[src/rtl/readout_pkg.sv]
// Shared types and constants for the slot readout sequencer.
// READOUT_CHECKSUM_EN adds the TRAILER state carrying the per-event XOR checksum.
package readout_pkg;

  localparam logic [7:0] ADDR_IDLE    = 8'hFF;
  localparam logic [7:0] SLOT_TRAILER = 8'hFE;

  typedef logic [15:0] word_t;

  typedef enum logic [2:0] {
    IDLE,
    SELECT,
    SAMPLE,
    PRESENT
`ifdef READOUT_CHECKSUM_EN
    , TRAILER
`endif
  } state_e;

endpackage

[src/rtl/readout_settle_timer.sv]
// Loadable down-counter that times the bus settle window after an addr change.
// done_o flags the final settle cycle (count of 1).
module readout_settle_timer (
  input  logic       clk,
  input  logic       rst,
  input  logic       load_i,
  input  logic [3:0] load_val_i,
  input  logic       dec_i,
  output logic       done_o
);

  logic [3:0] cnt_q, cnt_d;

  always_comb begin
    cnt_d = cnt_q;
    if (load_i)
      cnt_d = load_val_i;
    else if (dec_i && cnt_q != 4'd0)
      cnt_d = cnt_q - 4'd1;
  end

  always_ff @(posedge clk or posedge rst) begin
    if (rst) cnt_q <= 4'd0;
    else     cnt_q <= cnt_d;
  end

  assign done_o = (cnt_q == 4'd1);

endmodule

[src/rtl/readout_sequencer.sv]
// Scans NSLOTS slot addresses per trigger, samples the shared bus after a settle
// window and hands each word downstream; READOUT_CHECKSUM_EN appends an XOR trailer.
module readout_sequencer
  import readout_pkg::*;
#(
  parameter int NSLOTS     = 8,
  parameter int FIRST_SLOT = 0,
  parameter int SETTLE     = 2
) (
  input  logic        clk,
  input  logic        rst,
  input  logic        trig,
  input  logic        clr_ovr,
  output logic [7:0]  addr,
  input  logic [15:0] bus_data,
  output logic [15:0] out_data,
  output logic [7:0]  out_slot,
  output logic        out_valid,
  input  logic        out_ready,
  output logic        out_last,
  output logic        busy,
  output logic        overrun
);

  localparam logic [7:0] FIRST_ADDR = 8'(FIRST_SLOT);
  localparam logic [7:0] LAST_ADDR  = 8'(FIRST_SLOT + NSLOTS - 1);
  localparam logic [3:0] SETTLE_CNT = 4'(SETTLE);

  state_e     state_q, state_d;
  logic [7:0] addr_q, addr_d;
  logic [7:0] slot_q, slot_d;
  word_t      data_q, data_d;
  logic       ovr_q, ovr_d;
  logic       tmr_load, tmr_dec, tmr_done;
`ifdef READOUT_CHECKSUM_EN
  word_t      csum_q, csum_d;
`endif

  readout_settle_timer u_settle (
    .clk        (clk),
    .rst        (rst),
    .load_i     (tmr_load),
    .load_val_i (SETTLE_CNT),
    .dec_i      (tmr_dec),
    .done_o     (tmr_done)
  );

  always_comb begin
    state_d  = state_q;
    addr_d   = addr_q;
    slot_d   = slot_q;
    data_d   = data_q;
    tmr_load = 1'b0;
    tmr_dec  = 1'b0;
`ifdef READOUT_CHECKSUM_EN
    csum_d   = csum_q;
`endif
    case (state_q)
      IDLE: begin
        if (trig) begin
          state_d  = SELECT;
          addr_d   = FIRST_ADDR;
          tmr_load = 1'b1;
`ifdef READOUT_CHECKSUM_EN
          csum_d   = '0;
`endif
        end
      end
      SELECT: begin
        tmr_dec = 1'b1;
        if (tmr_done) state_d = SAMPLE;
      end
      SAMPLE: begin
        data_d  = bus_data;
        slot_d  = addr_q;
`ifdef READOUT_CHECKSUM_EN
        csum_d  = csum_q ^ bus_data;
`endif
        state_d = PRESENT;
      end
      PRESENT: begin
        // addr holds the current slot until the word is accepted
        if (out_ready) begin
          if (addr_q != LAST_ADDR) begin
            state_d  = SELECT;
            addr_d   = addr_q + 8'd1;
            tmr_load = 1'b1;
          end else begin
            addr_d   = ADDR_IDLE;
`ifdef READOUT_CHECKSUM_EN
            state_d  = TRAILER;
            data_d   = csum_q;
            slot_d   = SLOT_TRAILER;
`else
            state_d  = IDLE;
`endif
          end
        end
      end
`ifdef READOUT_CHECKSUM_EN
      TRAILER: begin
        if (out_ready) state_d = IDLE;
      end
`endif
      default: begin
        state_d = IDLE;
        addr_d  = ADDR_IDLE;
      end
    endcase
  end

  // a trigger landing mid-scan is dropped but remembered; set beats clear
  always_comb begin
    ovr_d = ovr_q;
    if (trig && busy) ovr_d = 1'b1;
    else if (clr_ovr) ovr_d = 1'b0;
  end

  always_ff @(posedge clk or posedge rst) begin
    if (rst) begin
      state_q <= IDLE;
      addr_q  <= ADDR_IDLE;
      slot_q  <= 8'd0;
      data_q  <= '0;
      ovr_q   <= 1'b0;
`ifdef READOUT_CHECKSUM_EN
      csum_q  <= '0;
`endif
    end else begin
      state_q <= state_d;
      addr_q  <= addr_d;
      slot_q  <= slot_d;
      data_q  <= data_d;
      ovr_q   <= ovr_d;
`ifdef READOUT_CHECKSUM_EN
      csum_q  <= csum_d;
`endif
    end
  end

  assign addr     = addr_q;
  assign out_data = data_q;
  assign out_slot = slot_q;
  assign busy     = (state_q != IDLE);
  assign overrun  = ovr_q;
`ifdef READOUT_CHECKSUM_EN
  assign out_valid = (state_q == PRESENT) || (state_q == TRAILER);
  assign out_last  = (state_q == TRAILER);
`else
  assign out_valid = (state_q == PRESENT);
  assign out_last  = (state_q == PRESENT) && (addr_q == LAST_ADDR);
`endif

endmodule

[config.mk]
export PLATFORM = sky130hd
export DESIGN_NAME = readout_sequencer
export DESIGN_NICKNAME = d
export VERILOG_FILES = /design/src/rtl/readout_pkg.sv /design/src/rtl/readout_settle_timer.sv /design/src/rtl/readout_sequencer.sv
export SDC_FILE = /design/constraint.sdc
export NUM_CORES = 1
export LEC_CHECK = 0
export BUFFER_PORTS_ARGS = -buffer_cell sky130_fd_sc_hd__buf_4
export CAP_MARGIN = 25
export CORE_ASPECT_RATIO = 1.4
export CORE_MARGIN = 2
export CORE_UTILIZATION = 45
export DETAILED_ROUTE_END_ITERATION = 6
export PLACE_DENSITY = 0.74
export SLEW_MARGIN = 20
export SYNTH_ARGS = -nofsm -noshare
export SYNTH_HDL_FRONTEND = slang
export SYNTH_SLANG_ARGS = --single-unit
[constraint.sdc]
create_clock -name clk -period 1.6 [get_ports clk]
set_input_delay 0.08 -clock clk [delete_from_list [all_inputs] [get_ports clk]]
set_output_delay 0.08 -clock clk [all_outputs]
set_load 0.1 [all_outputs]
---- After elaboration in Yosys (flattened, before gate mapping) ----
Cells that the tools add are included.
W data, S select, Z words.
cells by class
  reduce and logical (&&, ||, !) cells .... 11
  muxes and demuxes ....................... 18
  eq/ne operators ......................... 9
  add/subtract/negate cells ............... 2
  bitwise gates (word level) .............. 1
operator list
  operator               count
  $mux W8                3
  $pmux W8 S3            1
  $pmux W3 S4            1
  $mux W3                3
  $add A8 B1 Y8 const B  1
  $eq A8 B3 Y1 const B   1
  $mux W4                2
  $ne A8 B3 Y1 const B   1
  $mux W1                7
  $eq A3 B2 Y1 const B   2
  $reduce_and A3 Y1      2
  $eq A4 B1 Y1 const B   1
  $ne A2 B2 Y1 const B   2
  $reduce_bool A2 Y1     2
  $reduce_bool A4 Y1     1
  $sub A4 B1 Y4 const B  1
  $eq A3 B1 Y1 const B   1
  $logic_and A1 B1 Y1    3
  $logic_not A3 Y1       1
  $reduce_bool A3 Y1     1
  $ne A2 B1 Y1 const B   1
  $pmux W1 S2            1
  $reduce_or A2 Y1       1
  $not A1 Y1             1
word-level totals
  output and inout bits ................... 36
  input bits .............................. 21
  bits in registers ....................... 40

---- Logic depth before layout (Yosys ltp) ----
  word-level depth ........................ 5
  mapped depth ............................ 7

---- Modules after synthesis ----
A second synthesis with hierarchy kept.
unflattened totals
  cell total of the unflattened synthesis .. 165
  area, all modules ....................... 1,935.6 µm²
by module, submodules not included
  module                cells each  sequential area each (µm²)  instances  area an instance (µm²)
  readout_sequencer     135         885.8                       1          1,649.1
  readout_settle_timer  30          100.1                       1          286.5

---- Worst setup path before layout ----
OpenSTA, ideal clock, no wires.
  kind .................................... register to output
  start point ............................. reg state_q[1]
  end point ............................... out out_last
  buffers on the path ..................... 1
  cell stages (with the launch flop) ...... 5
  slack ................................... -2.235 ns
  arrival ................................. 3.755 ns
  required time ........................... 1.520 ns
  cells stage by stage .................... dfrtp_1 -> ha_1 -> buf_1 -> inv_1 -> nor3_1
on the way
  word-level cells in the longest chain between the ends .. 2
RTL lines
  item                    line                      text
  from (decl)             readout_sequencer.sv:29   state_e state_q, state_d;
  from (signal assigned)  readout_sequencer.sv:130  state_q <= state_d;
  $eq A3 B2 Y1            -
  net out_valid           readout_sequencer.sv:18   output logic out_valid,
  $logic_and A1 B1 Y1     readout_sequencer.sv:151  assign out_last = (state_q == PRESENT) && (addr_q == LAST_ADDR);
  to (decl)               readout_sequencer.sv:20   output logic out_last,
The timed path passes the listed nets, and every way through them passes these cells.

---- Worst setup path after layout ----
  start point ............................. reg addr_q[7], in the netlist addr[7]
  end point ............................... out out_last
on the way
  word-level cells in the longest chain between the ends .. 2
RTL lines
  item                    line                      text
  from (decl)             readout_sequencer.sv:30   logic [7:0] addr_q, addr_d;
  from (signal assigned)  readout_sequencer.sv:131  addr_q <= addr_d;
  $eq A8 B3 Y1            readout_sequencer.sv:151
  $logic_and A1 B1 Y1     readout_sequencer.sv:151
No other way between the ends.

==> reports/qor.yml <==
status: "complete, but fails checks"
failed_checks: "setup timing"
cp_data_required_time_ns: 1.52
hold_class: "input pin to flip-flop"
io_buffer_count: 56
layout-drive-gt1-share: 0.612
holdPathStages: 2
period_share: 1.10
fmax_ghz: 0.569
placementRows: 27
drtAntennaViolNets: 0
synth_cells: 152
crit_type: "flip-flop to primary output"
antenna_found_initial: 0
multiInputGateArea_sq_um: 882
fin_skew_ns: 0.00900
cts.sinks: 39
fillerInstances: 272
htree_num_levels: 2
clockBufferDepth: 2
yosysWarnings: 0
antenna_cells: 0
viasPerCell: 5.66
synth_area_sq_mm: 0.00185
cts_buffers: 5
grt_pass1_wl_mm: 7.67
final-setup-viol-count: 9
crit_arrival_ns: 1.68
yosysUniqueCellTypes: 44
worst_slack_ns: -0.157
die_w_um: 58.1
synthArstFlopShare: 1.00
die_h_um: 79.8
synth.avg_cell_area_sq_um: 12.1
clock_latency_ns: 0.29
start_util: 0.467
syn_nets: 180
synth_most_common_cell: "dfrtp_1"
worst_slew_pin_slew_ns: 0.476
register_area_sq_um: 997
overflow: 0
synth.area.top_cells: "dfrtp_1 (42%), mux2_2 (15%), dfstp_2 (11%), ha_1 (4.7%), inv_1 (2.4%)"
dr_total_vias: 1612
synth_edf_count: 0
drt-total-wl_mm: 4.61
cts_tree: "yes"
post-route-util: 0.710
cp-start-kind: "flip-flop"
io_pins: 57
synthTopCellsByCount: "dfrtp_1 (31), mux2_2 (25), inv_1 (12)"
synthFlopType: "dfrtp_1"
dr.pass1.iters: 6
yosysTopAreaCellShare: 0.420
ff2ff_setup_slack_ns: -0.11
yosys.area.top_type: "dfrtp_1"
drcViolationCount: 0
root_buffer: "clkbuf_8"
cts.clk_slew.worst_paths_ns: 0.08
drv_slew: 0
syn_to_final_growth_pct: 52.1
nNetsFinal: 269
max_cap_viol_count: 0
dp_hpwl_mm: 3.29
grt_max_degree: 40
wire_per_inst_um: 16.2
gp_congestion: 0.919
drtIter0Drc: 47
ff2ff_path_depth: 7
final.min_clock_period_ns: 1.76
grt_use_total: 0.215
relSlewSlack: 0.682
core_area_sq_mm: 0.00395
cp_max_fo: 3
dieArea_sq_mm: 0.00464
yosysSeqAreaShare: 0.534
crit_path_end_kind: "primary output"
grt_setup_unrepaired: "yes"
finalHoldViolCount: 0
synth-seq-cells: 39
grt_pass1_vias: 1628
placed cells by master (no fill, tap or decap), types with 3 or more instances in the layout:
cell,count
dfrtp_1,31
dfstp_4,3
dfstp_2,5
buf_6,5
inv_1,9
nand3_1,3
nand2_1,5
a21oi_1,3
buf_4,80
ha_4,4
nor2_1,8
mux2_2,25
clkbuf_8,5
through the flow:
stage / TNS [ns] / std cells / instance area (sq um) / hold WS (ns) / setup slack [ns]
4_1_cts: -0.354 / 283 / 2740 / 0.00588 / -0.185
3_5_place_dp: -0.307 / 269 / 2540 / 0.231 / -0.0878
5_1_grt: -1.50 / 285 / 2810 / 0.00130 / -0.214
2_1_floorplan: -3.53 / 152 / 1930 / 0.179 / -0.485
3_3_place_gp: -0.0175 / 269 / 2540 / 0.226 / -0.0126
6_report: -0.636 / 285 / 2810 / 0.0155 / -0.157
routing by layer:
| metal | vias to the layer above | part of all wire | track usage |
|---|---|---|---|
| li1 | 727 | - | - |
| met1 | 800 | 0.38 | 0.250 |
| met2 | 68 | 0.53 | 0.375 |
| met3 | 17 | 0.066 | 0.0567 |
| met4 | 0 | 0.027 | 0.0791 |
| met5 | - | 0 | 0 |
critical path, cell delays in order, from the launching register on:
cell     delay, ns
dfstp_2       0.38
or4_4         0.57
nor3_4        0.24
buf_12        0.20
flip-flops by register name (all words and copies together), names as in the netlist:
name and flops:
addr 8, out_data 16, out_slot 8, overrun 1
state_q 2, u_settle.cnt_q 4
kinds of logic after synthesis:
| family | synth area share |
|---|---|
| AO/OA/AOI/OAI | 0.125 |
| XOR/XNOR | 0.0142 |
| adder cells (fa/ha/maj) | 0.0475 |
| buffers and inverters | 0.0427 |
| flip-flops | 0.534 |
| multiplexers | 0.158 |
| AND/OR/NAND/NOR | 0.0780 |
cell type report:
class	instances	share of cell area
clock buffer	6	0.0259
clock inverter	2	0.0134
inverter	12	0.0183
multi-input combinational	94	0.314
sequential	39	0.355
tap	43	0.0192
timing repair buffer	89	0.254
path summary, 6_finish.rpt:
path / from / endpoint
setup reg to reg: addr[1] / addr[6]
setup / recovery: addr[7] / out_last
hold reg to reg: out_data[12] / out_data[12]
min in group asynchronous: rst / out_data[14]
hold / removal: bus_data[10] / out_data[10]
max in group asynchronous: rst / addr[4]
timing repair:
action                                 4_1_cts  5_1_grt
endpoints found under the hold margin       32        0
setup buffers                                4        1
hold buffers                                 2        0
pin swaps                                    3        3
resized for setup                            9       14
setup endpoints to repair                   13       39
gates cloned                                 0        1
Power is left out: the tool's default activity adds up to more than one toggle a clock period on the data nets, which glitch-free logic cannot reach.
